--- config.mk ---
export PLATFORM = sky130hd
export DESIGN_NAME = aux_msg_arbiter_mux
export DESIGN_NICKNAME = d
export VERILOG_FILES = /design/src/rtl/aux_msg_arbiter_mux.sv
export SDC_FILE = /design/constraint.sdc
export NUM_CORES = 1
export LEC_CHECK = 0
export CORE_MARGIN = 2
export CORE_UTILIZATION = 42
export DETAILED_ROUTE_END_ITERATION = 10
export PLACE_DENSITY = 0.8
export SLEW_MARGIN = 15
export SYNTH_ARGS = -nofsm -noshare
export SYNTH_HDL_FRONTEND = slang
export SYNTH_SLANG_ARGS = --single-unit
--- constraint.sdc ---
create_clock -name clk -period 2.1 [get_ports clk]
set_input_delay 0.315 -clock clk [delete_from_list [all_inputs] [get_ports clk]]
set_output_delay 0.315 -clock clk [all_outputs]
set_load 0.02 [all_outputs]
--- src/rtl/aux_msg_arbiter_mux.sv ---
// aux_msg_arbiter_mux: round-robin N-channel byte mux that locks its grant for a whole message
module aux_msg_arbiter_mux #(
   parameter int DATA_W      = 8,
   parameter int NUM_CH      = 2,
   parameter int SEL_W       = $clog2(NUM_CH),
   parameter int GAP_TIMEOUT = 16
) (
   input  logic                     clk,
   input  logic                     rst_n,
   input  logic [NUM_CH*DATA_W-1:0] ch_data,
   input  logic [NUM_CH-1:0]        ch_vld,
   input  logic [NUM_CH-1:0]        ch_last,
   output logic [NUM_CH-1:0]        ch_rdy,
   input  logic                     force_en,
   input  logic [SEL_W-1:0]         force_sel,
   output logic [DATA_W-1:0]        mux_aux_out,
   output logic                     mux_aux_out_vld,
   output logic                     mux_aux_out_last,
   output logic [SEL_W-1:0]         grant_id,
   output logic                     busy,
   output logic                     abort
);
   localparam int GW = $clog2(GAP_TIMEOUT + 1);
   typedef enum logic {IDLE, LOCKED} state_t;
   state_t            state, state_nx;
   logic [SEL_W-1:0]  rr_ptr, win, sel, idx;
   logic [NUM_CH-1:0] elig;
   logic [DATA_W-1:0] sel_data;
   logic [GW-1:0]     gap_cnt;
   logic              found, acc, timeout;

   // eligible set (optionally forced) and first eligible channel after rr_ptr
   always_comb begin
      elig  = '0;
      win   = '0;
      idx   = '0;
      found = 1'b0;
      for (int i = 0; i < NUM_CH; i++)
         elig[i] = ch_vld[i] && (!force_en || force_sel == SEL_W'(i));
      for (int k = 1; k <= NUM_CH; k++) begin
         idx = SEL_W'((int'(rr_ptr) + k) % NUM_CH);
         if (!found && elig[idx]) begin
            found = 1'b1;
            win   = idx;
         end
      end
   end

   // ready/accept for the owner (locked) or the fresh winner (idle), gap timeout, next state
   always_comb begin
      state_nx = state;
      ch_rdy   = '0;
      sel_data = '0;
      sel      = (state == LOCKED) ? grant_id : win;
      for (int i = 0; i < NUM_CH; i++)
         if (SEL_W'(i) == sel) sel_data = ch_data[i*DATA_W +: DATA_W];
      if (state == LOCKED || found) ch_rdy[sel] = 1'b1;
      acc     = ch_vld[sel] && (state == LOCKED || found);
      timeout = (state == LOCKED) && !ch_vld[sel] && gap_cnt == GW'(GAP_TIMEOUT - 1);
      if (acc) state_nx = ch_last[sel] ? IDLE : LOCKED;
      else if (timeout) state_nx = IDLE;
   end

   // state register
   always_ff @(posedge clk or negedge rst_n)
      if (!rst_n) state <= IDLE;
      else state <= state_nx;

   // registered output byte, grant bookkeeping and idle-gap counter
   always_ff @(posedge clk or negedge rst_n)
      if (!rst_n) begin
         rr_ptr           <= SEL_W'(NUM_CH - 1);
         grant_id         <= '0;
         gap_cnt          <= '0;
         mux_aux_out      <= '0;
         mux_aux_out_vld  <= 1'b0;
         mux_aux_out_last <= 1'b0;
         abort            <= 1'b0;
      end else begin
         mux_aux_out_vld  <= acc;
         mux_aux_out_last <= acc && ch_last[sel];
         abort            <= timeout;
         gap_cnt          <= (state == LOCKED && !acc && !timeout) ? gap_cnt + GW'(1) : '0;
         if (acc) mux_aux_out <= sel_data;
         if (acc && state == IDLE) begin
            grant_id <= win;
            rr_ptr   <= win;
         end
      end

   assign busy = (state == LOCKED);
endmodule

# Word-level counts from Yosys, hierarchy flattened
# Index checks and enable logic that the tools add are counted.
# Widths: inputs -> output; s select.
word_totals:
  word_cells: 59
  reg_bits: 19
classes:
  n_lt_le_gt_ge: 4
  addsub: 3
  muxes: 21
  eq_ne: 1
  bitwise_logic: 2
  reduce_logical: 20
op_table:
  columns: ["operator", "count"]
  rows:
  - ["$mux 1", 17]
  - ["$logic_and 1x1->1", 11]
  - ["$mux 8", 1]
  - ["$lt 1x2->1 const B", 3]
  - ["$add 5x1->5 const B", 1]
  - ["$eq 5x4->1 const B", 1]
  - ["$logic_not 1->1", 5]
  - ["$mux 5", 1]
  - ["$logic_or 1x1->1", 3]
  - ["$add 1x1->1 const B", 2]
  - ["$mux 2", 1]
  - ["$not 1->1", 2]
  - ["$reduce_bool 2->1", 1]
  - ["$demux 1 s1", 1]
  - ["$ge 1x1->1 const B", 1]

# Logic depth before layout (Yosys ltp)
# Gate-level depths: netlist of run 1.
logic_depth:
  depth_word: 18
  depth_mapped: 6
  mapped_depth_nobuf: 6

# Least setup slack after synthesis of run 1
# OpenSTA, ideal clock, no wires.
synth_path:
  path_kind: "register to register"
  from: "register state (netlist: busy)"
  to: "register mux_aux_out[0]"
  path_slack_ns: 0.256
  period_less_slack_ns: 1.844
  n_path_buf: 1
  required_ns: 1.975
  path_stages_with_launch: 6
  arrival_ns: 1.719
  cell_sequence: "dfrtp_1 -> buf_2 -> nor2b_4 -> a32oi_4 -> mux2_2 -> mux2_2"
synth_via:
  elab_chain_cells: 4
synth_lines:
  columns: ["element", "line", "rtl"]
  rows:
  - ["start, declared", "25", "state_t state, state_nx;"]
  - ["start signal, assigned", "67", "else state <= state_nx;"]
  - ["$mux 1", "54", "sel = (state == LOCKED) ? grant_id : win;"]
  - ["$mux 1 (not written as such) (2 in series)", "58", "acc = ch_vld[sel] && (state == LOCKED || found);"]
  - ["$logic_and 1x1->1", "58", null]
  - ["end signal, assigned", "84", "if (acc) mux_aux_out <= sel_data;"]
  - ["end, declared", "16", "output logic [DATA_W-1:0] mux_aux_out,"]
# Parallel ways exist; a longest one is shown, timed or not. The select of a mux whose other input is x is not followed.
# A chain may end at the register's enable or synchronous reset.

# Final worst setup path of run 1
layout_path:
  from: "input port force_en"
  to: "output port ch_rdy[1]"
layout_via:
  elab_chain_cells: 15
layout_lines:
  columns: ["element", "line", "rtl"]
  rows:
  - ["start, declared", "14", "input logic force_en,"]
  - ["$logic_not 1->1 (*)", "39", "elig[i] = ch_vld[i] && (!force_en || force_sel == SEL_W'(i));"]
  - ["$logic_or 1x1->1", "39", null]
  - ["$logic_and 1x1->1", "39", null]
  - ["$mux 1 (not written as such) (2 in series)", "42", "if (!found && elig[idx]) begin"]
  - ["$mux 1", "42", null]
  - ["$logic_not 1->1", "42", null]
  - ["$logic_and 1x1->1", "42", null]
  - ["$mux 1", "42", null]
  - ["$mux 1", "54", null]
  - ["$lt 1x2->1 (not written as such) / $ge 1x1->1 (equally long branches)", "57", "if (state == LOCKED || found) ch_rdy[sel] = 1'b1;"]
  - ["$logic_and 1x1->1 (not written as such)", "57", null]
  - ["$mux 1 (not written as such)", "57", null]
  - ["$demux 1 s1", "57", null]
  - ["$mux 2 (*)", "57", null]
  - ["end, declared", "13", "output logic [NUM_CH-1:0] ch_rdy,"]
# Mark *: on every way between the ends. The rest lies on a longest branch, timed or not. The select of a mux whose other input is x is not followed.

==> results.cfg, run 1 <==
[status]
status = finished, final reports clean

[logic_synthesis]
yosysUniqueCellTypes = 29
yosysWarnings = 0
syn_area_per_cell_um2 = 12.0
seq_area_frac_synth = 0.490
synth-simple-area-share = 0.127
synth_top_family_by_area = multiplexers
synthAdderAreaFrac = 0.0257
ys_ff_latch = 19
syn_nets = 107
yosys.area_share.xor_xnor = 0.0180
synth_compound_area_frac = 0.0874
synth_cells = 81
syn_area_um2 = 973
synthMuxAreaShare = 0.220

[timing]
clock_skew_ns = 0.00110
final-setup-viol-count = 0
whs_ns = 0.338
maxSlewHeadroom = 0.738
drv_slew = 0
rsz0062_at_grt = no
finalCritPeriodShare = 0.962
clock.fmax_ghz = 0.495
worst_pin_slew_ns = 0.393
fin_crit_ns = 2.02
final_hold_viol_count = 0

[power_and_ir_drop]
power.total_uw = 1810
pwr_density_cell_mw_per_mm2 = 1220
ir_drop_v = 0.000906
leakage_uw = 0.000659

[clock_tree]
cts.sinks = 19
clk_latency_ns = 0.29
cts.path.max_buffers = 2
htree_levels = 1
cts_root_buf = clkbuf_4
cts_buffers = 3
tritoncts = done
clk_pin_slew_worst_paths_ns = 0.10
hold_buffers = 0

[worst_setup_path]
required_ns = 1.78
path_buf_inv = 3
endpoint_kind = primary output
worst_path_largest_cell_delay_ns = 0.49
crit_arrival_ns = 1.70
cpMaxStageDelayCell = clkdlybuf4s50_1
cp_cell_sequence = clkdlybuf4s50_1, or2b_4, a32oi_4, inv_1, dlygate4sd2_1
crit_type = primary input to primary output
crit_fanout = 4
cp_top_family = buffers and inverters
start_kind = primary input

[hold_path]
hold_class = primary input to asynchronous set/reset pin

[layout]
num_antenna_cells = 0
nNetsFinal = 159
drive_gt1_frac = 0.273
layout_common_cells = clkdlybuf4s50_1, dfrtp_1, mux2_2, buf_4, nor2_1
final_util = 0.670
fill_cells = 175
area_growth_pct = 52.2
final_common_cell = clkdlybuf4s50_1

[floorplanning]
die_h_um = 52.1
io_pins = 39
initial_core_util = 0.440
core_mm2 = 0.00221
dieArea_mm2 = 0.00272
rows = 17
die_w_um = 52.1

[global_routing]
antenna_found_initial = 0
overflow = 0
grt_pass1_vias = 855
grt_pass1_wl_um = 3710
grt_usage = 0.186
grt_max_degree = 20

[routing]
vias = 786
drt-total-wl_um = 2220
wl_per_cell_um = 13.8
first_pass_iters = 2
vias_per_cell = 4.91
drcViolationCount = 0
ant_nets = 0
drt_first_iter_violations = 4

[job]
cap_violations = 0

[place]
dp_hpwl_um = 1840
place_congestion = 0.720
portBuffers = 38
repair_timing:
action / CTS / global route
pin swaps: 0 / 0
gates resized for setup: 2 / 3
setup buffers: 0 / 0
gates cloned: 0 / 0
setup endpoints to repair: 2 / 2
cell families (layout without fill, tap and decap cells):
logic type,count (synthesis),count (layout)
and+or+nand+nor,22,22
muxes,19,19
DFF,19,19
AOI/OAI and AO/OA,10,10
buffers and inverters,7,58
adders and majority gates,2,2
xor gates and xnor gates,2,2
through the flow:
step | cells | setup TNS [ns] | instance area, µm² | worst slack (ns)
CTS | 160 | 0 | 1480 | 0.0221
detailed placement | 156 | -1.57 | 1460 | -0.210
global placement | 156 | -1.21 | 1460 | -0.169
floorplan | 81 | 0 | 973 | 0.256
global route | 160 | 0 | 1480 | 0.00448
finish | 160 | 0 | 1480 | 0.0801
cell usage after synthesis:
master / n / area share
dfrtp_1: 18 / 0.46
mux2_2: 15 / 0.17
nor2_1: 7 / 0.027
inv_1: 5 / 0.019
nand2_1: 4 / 0.015
mux2i_1: 3 / 0.031
nand3_1: 3 / 0.015
a21oi_1: 2 / 0.010
a31oi_1: 2 / 0.013
ha_1: 2 / 0.026
nor2b_1: 2 / 0.013
a21boi_0: 1 / 0.0077
a32oi_4: 1 / 0.028
and2_1: 1 / 0.0064
and3_1: 1 / 0.0064
buf_2: 1 / 0.0051
buf_4: 1 / 0.0077
dfstp_2: 1 / 0.027
mux2_4: 1 / 0.015
nand2b_1: 1 / 0.0064
nand3b_2: 1 / 0.012
nor2b_4: 1 / 0.014
o21ai_0: 1 / 0.0051
o22ai_1: 1 / 0.0064
o2bb2ai_1: 1 / 0.0090
o31ai_1: 1 / 0.0077
or2b_4: 1 / 0.012
xnor2_1: 1 / 0.0090
xor2_1: 1 / 0.0090
layer usage:
metal / global-route usage / up-vias / wire length (µm)
li1: - / 384 / -
met1: 0.210 / 379 / 878
met2: 0.363 / 19 / 1210
met3: 0.0230 / 4 / 89
met4: 0.0513 / 0 / 36
met5: 0 / - / 0
final timing paths:
check	cells after the start	startpoint	slack, ns	end
min	2	rst_n	0.34	mux_aux_out[0]
max	5	force_en	0.08	ch_rdy[1]
max reg2reg	5	rr_ptr	0.19	mux_aux_out[0]
min in group clk	1	gap_cnt[0]	0.47	gap_cnt[0]
min reg2reg	1	gap_cnt[0]	0.47	gap_cnt[0]
max in group asynchronous	2	rst_n	1.50	rr_ptr
where the power goes:
part	switching (µW)	internal, µW
Sequential	122	507
Combinational	455	542
Clock	109	73.9
state kept, by name, indices dropped and copies added, names as in the netlist:
name	count
mux_aux_out_last	1
gap_cnt	5
abort	1
mux_aux_out_vld	1
grant_id	1
mux_aux_out	8
busy	1
rr_ptr	1
final cells by class:
class	instances	area (µm²)	area share
sequential	19	477	0.322
multi-input combinational	55	465	0.314
timing repair buffer	49	459	0.310
tap	28	35.0	0.0236
clock buffer	4	26.3	0.0177
inverter	5	18.8	0.0127
Power figures use the tool's default switching activity.
==> run 2, diff against run 1 <==
--- a/config.mk
+++ b/config.mk
@@ -9,6 +9,7 @@
 export CORE_UTILIZATION = 42
 export DETAILED_ROUTE_END_ITERATION = 10
 export PLACE_DENSITY = 0.8
+export REMOVE_ABC_BUFFERS = 1
 export SLEW_MARGIN = 15
 export SYNTH_ARGS = -nofsm -noshare
 export SYNTH_HDL_FRONTEND = slang
==> results.cfg, run 2 (synthesis gave the netlist of run 1 again) <==
[place]
dp_hpwl_um = 1710
place_congestion = 0.694
portBuffers = 38
place_ws_ns = -0.229

[routing]
ant_nets = 0
vias = 803
drt_first_iter_violations = 6
first_pass_iters = 4
drt-total-wl_um = 2110
drcViolationCount = 0
vias_per_cell = 5.08
wl_per_cell_um = 13.4

[worst_setup_path]
start_kind = primary input
cp_cell_sequence = clkdlybuf4s50_1, or2b_4, a32oi_4, inv_1, clkdlybuf4s15_1
crit_fanout = 4
required_ns = 1.78
endpoint_kind = primary output
crit_arrival_ns = 1.71
worst_path_largest_cell_delay_ns = 0.53
crit_type = primary input to primary output
cpMaxStageDelayCell = clkdlybuf4s50_1

[clock_tree]
cts.path.max_buffers = 2
postCtsSetupRepairBufs = 0
clk_pin_slew_worst_paths_ns = 0.10
cts_buffers = 3
tritoncts = done
clk_latency_ns = 0.30
htree_levels = 1
cts_root_buf = clkbuf_4
cts.sinks = 19

[layout]
seq_area_um2 = 477
nNetsFinal = 157
regMostFlops = mux_aux_out
area_growth_pct = 50.5
fill_cells = 191
final_common_cell = clkdlybuf4s50_1
final_util = 0.662
layout_top_registers = mux_aux_out: 8 flops, gap_cnt: 5 flops
num_antenna_cells = 0
multi_input_area_um2 = 465
drive_gt1_frac = 0.262
layout_common_cells = clkdlybuf4s50_1, dfrtp_1, mux2_2, buf_4, nor2_1
largest_reg_flops = 8

[timing]
final_hold_viol_count = 0
maxSlewHeadroom = 0.732
setup_slack_ns = 0.0787
clock.fmax_ghz = 0.495
clock_skew_ns = 0.00273
final-setup-viol-count = 0
fin_crit_ns = 2.02
worst_pin_slew_ns = 0.402
drv_slew = 0
finalCritPeriodShare = 0.963
rsz0062_at_grt = no
whs_ns = 0.342

[floorplanning]
die_w_um = 52.1
die_h_um = 52.1
rows = 17
initial_core_util = 0.440
dieArea_mm2 = 0.00272
core_mm2 = 0.00221
io_pins = 39

[global_routing]
grt_pass1_vias = 822
grt_max_degree = 20
grt_usage = 0.175
antenna_found_initial = 0
grt_pass1_wl_um = 3480
overflow = 0

[power_and_ir_drop]
pwr_density_cell_mw_per_mm2 = 1210
leakage_uw = 0.000639
ir_drop_v = 0.000904

[hold_path]
hold_class = primary input to asynchronous set/reset pin

[status]
status = finished, final reports clean

[job]
cap_violations = 0
-- run 2: cell types whose count changed in the layout (fill, tap and decap cells not counted), sizes merged --
cell | previous run | this run
dlygate4sd2 | 1 | 0
clkdlybuf4s15 | 0 | 1
buf | 11 | 9
clkdlybuf4s50 | 35 | 36
dlymetal6s2s | 1 | 0
-- run 2: stage by stage --
step / instances / instance area (µm²) / TNS [ns] / total power [µW]
2_1_floorplan: 79 / 961 / 0 / 1160
3_3_place_gp: 154 / 1440 / -1.45 / 1600
3_5_place_dp: 154 / 1440 / -1.99 / 1630
4_1_cts: 158 / 1470 / 0 / 1790
5_1_grt: 158 / 1470 / 0 / 1870
6_report: 158 / 1470 / 0 / 1770
-- run 2: where the power goes --
part | switching (µW) | internal [µW]
sequential | 118 | 507
combinational | 437 | 531
clock | 108 | 74.0
total | 663 | 1110
-- run 2: worst paths after layout --
| check | start | endpoint | slack [ns] | cells past startpoint |
|---|---|---|---|---|
| max reg2reg | rr_ptr | mux_aux_out[4] | 0.20 | 5 |
| min in group clk | gap_cnt[0] | gap_cnt[0] | 0.48 | 1 |
| min | rst_n | mux_aux_out[5] | 0.34 | 2 |
| max | force_en | ch_rdy[1] | 0.08 | 5 |
| max in group asynchronous | rst_n | rr_ptr | 1.50 | 2 |
| min reg2reg | gap_cnt[0] | gap_cnt[0] | 0.48 | 1 |
-- run 2: layout make-up --
cell class	instances	share of cell area
timing repair buffer	47	0.302
tap	28	0.0239
multi-input combinational	55	0.318
clock buffer	4	0.0179
inverter	5	0.0128
sequential	19	0.325
-- run 2: critical path, delay by kind of cell --
kind            cells  cell delay, ns
compound gates      1            0.19
simple gates        1            0.31
buf+inv             3            0.88
-- run 2: what timing repair did --
item / CTS / global route
hold buffers: 0 / 0
resized for setup: 3 / 2
endpoints found under the setup margin: 2 / 2
-- run 2: routing by layer --
layer / wire length, µm / part of all wire / vias to the layer above / GRT usage
met4: 24 / 0.011 / 0 / 0.0641
met1: 850 / 0.40 / 394 / 0.193
met2: 1150 / 0.54 / 23 / 0.329
met3: 88 / 0.042 / 2 / 0.0345
li1: - / - / 384 / -
met5: 0 / 0 / - / 0
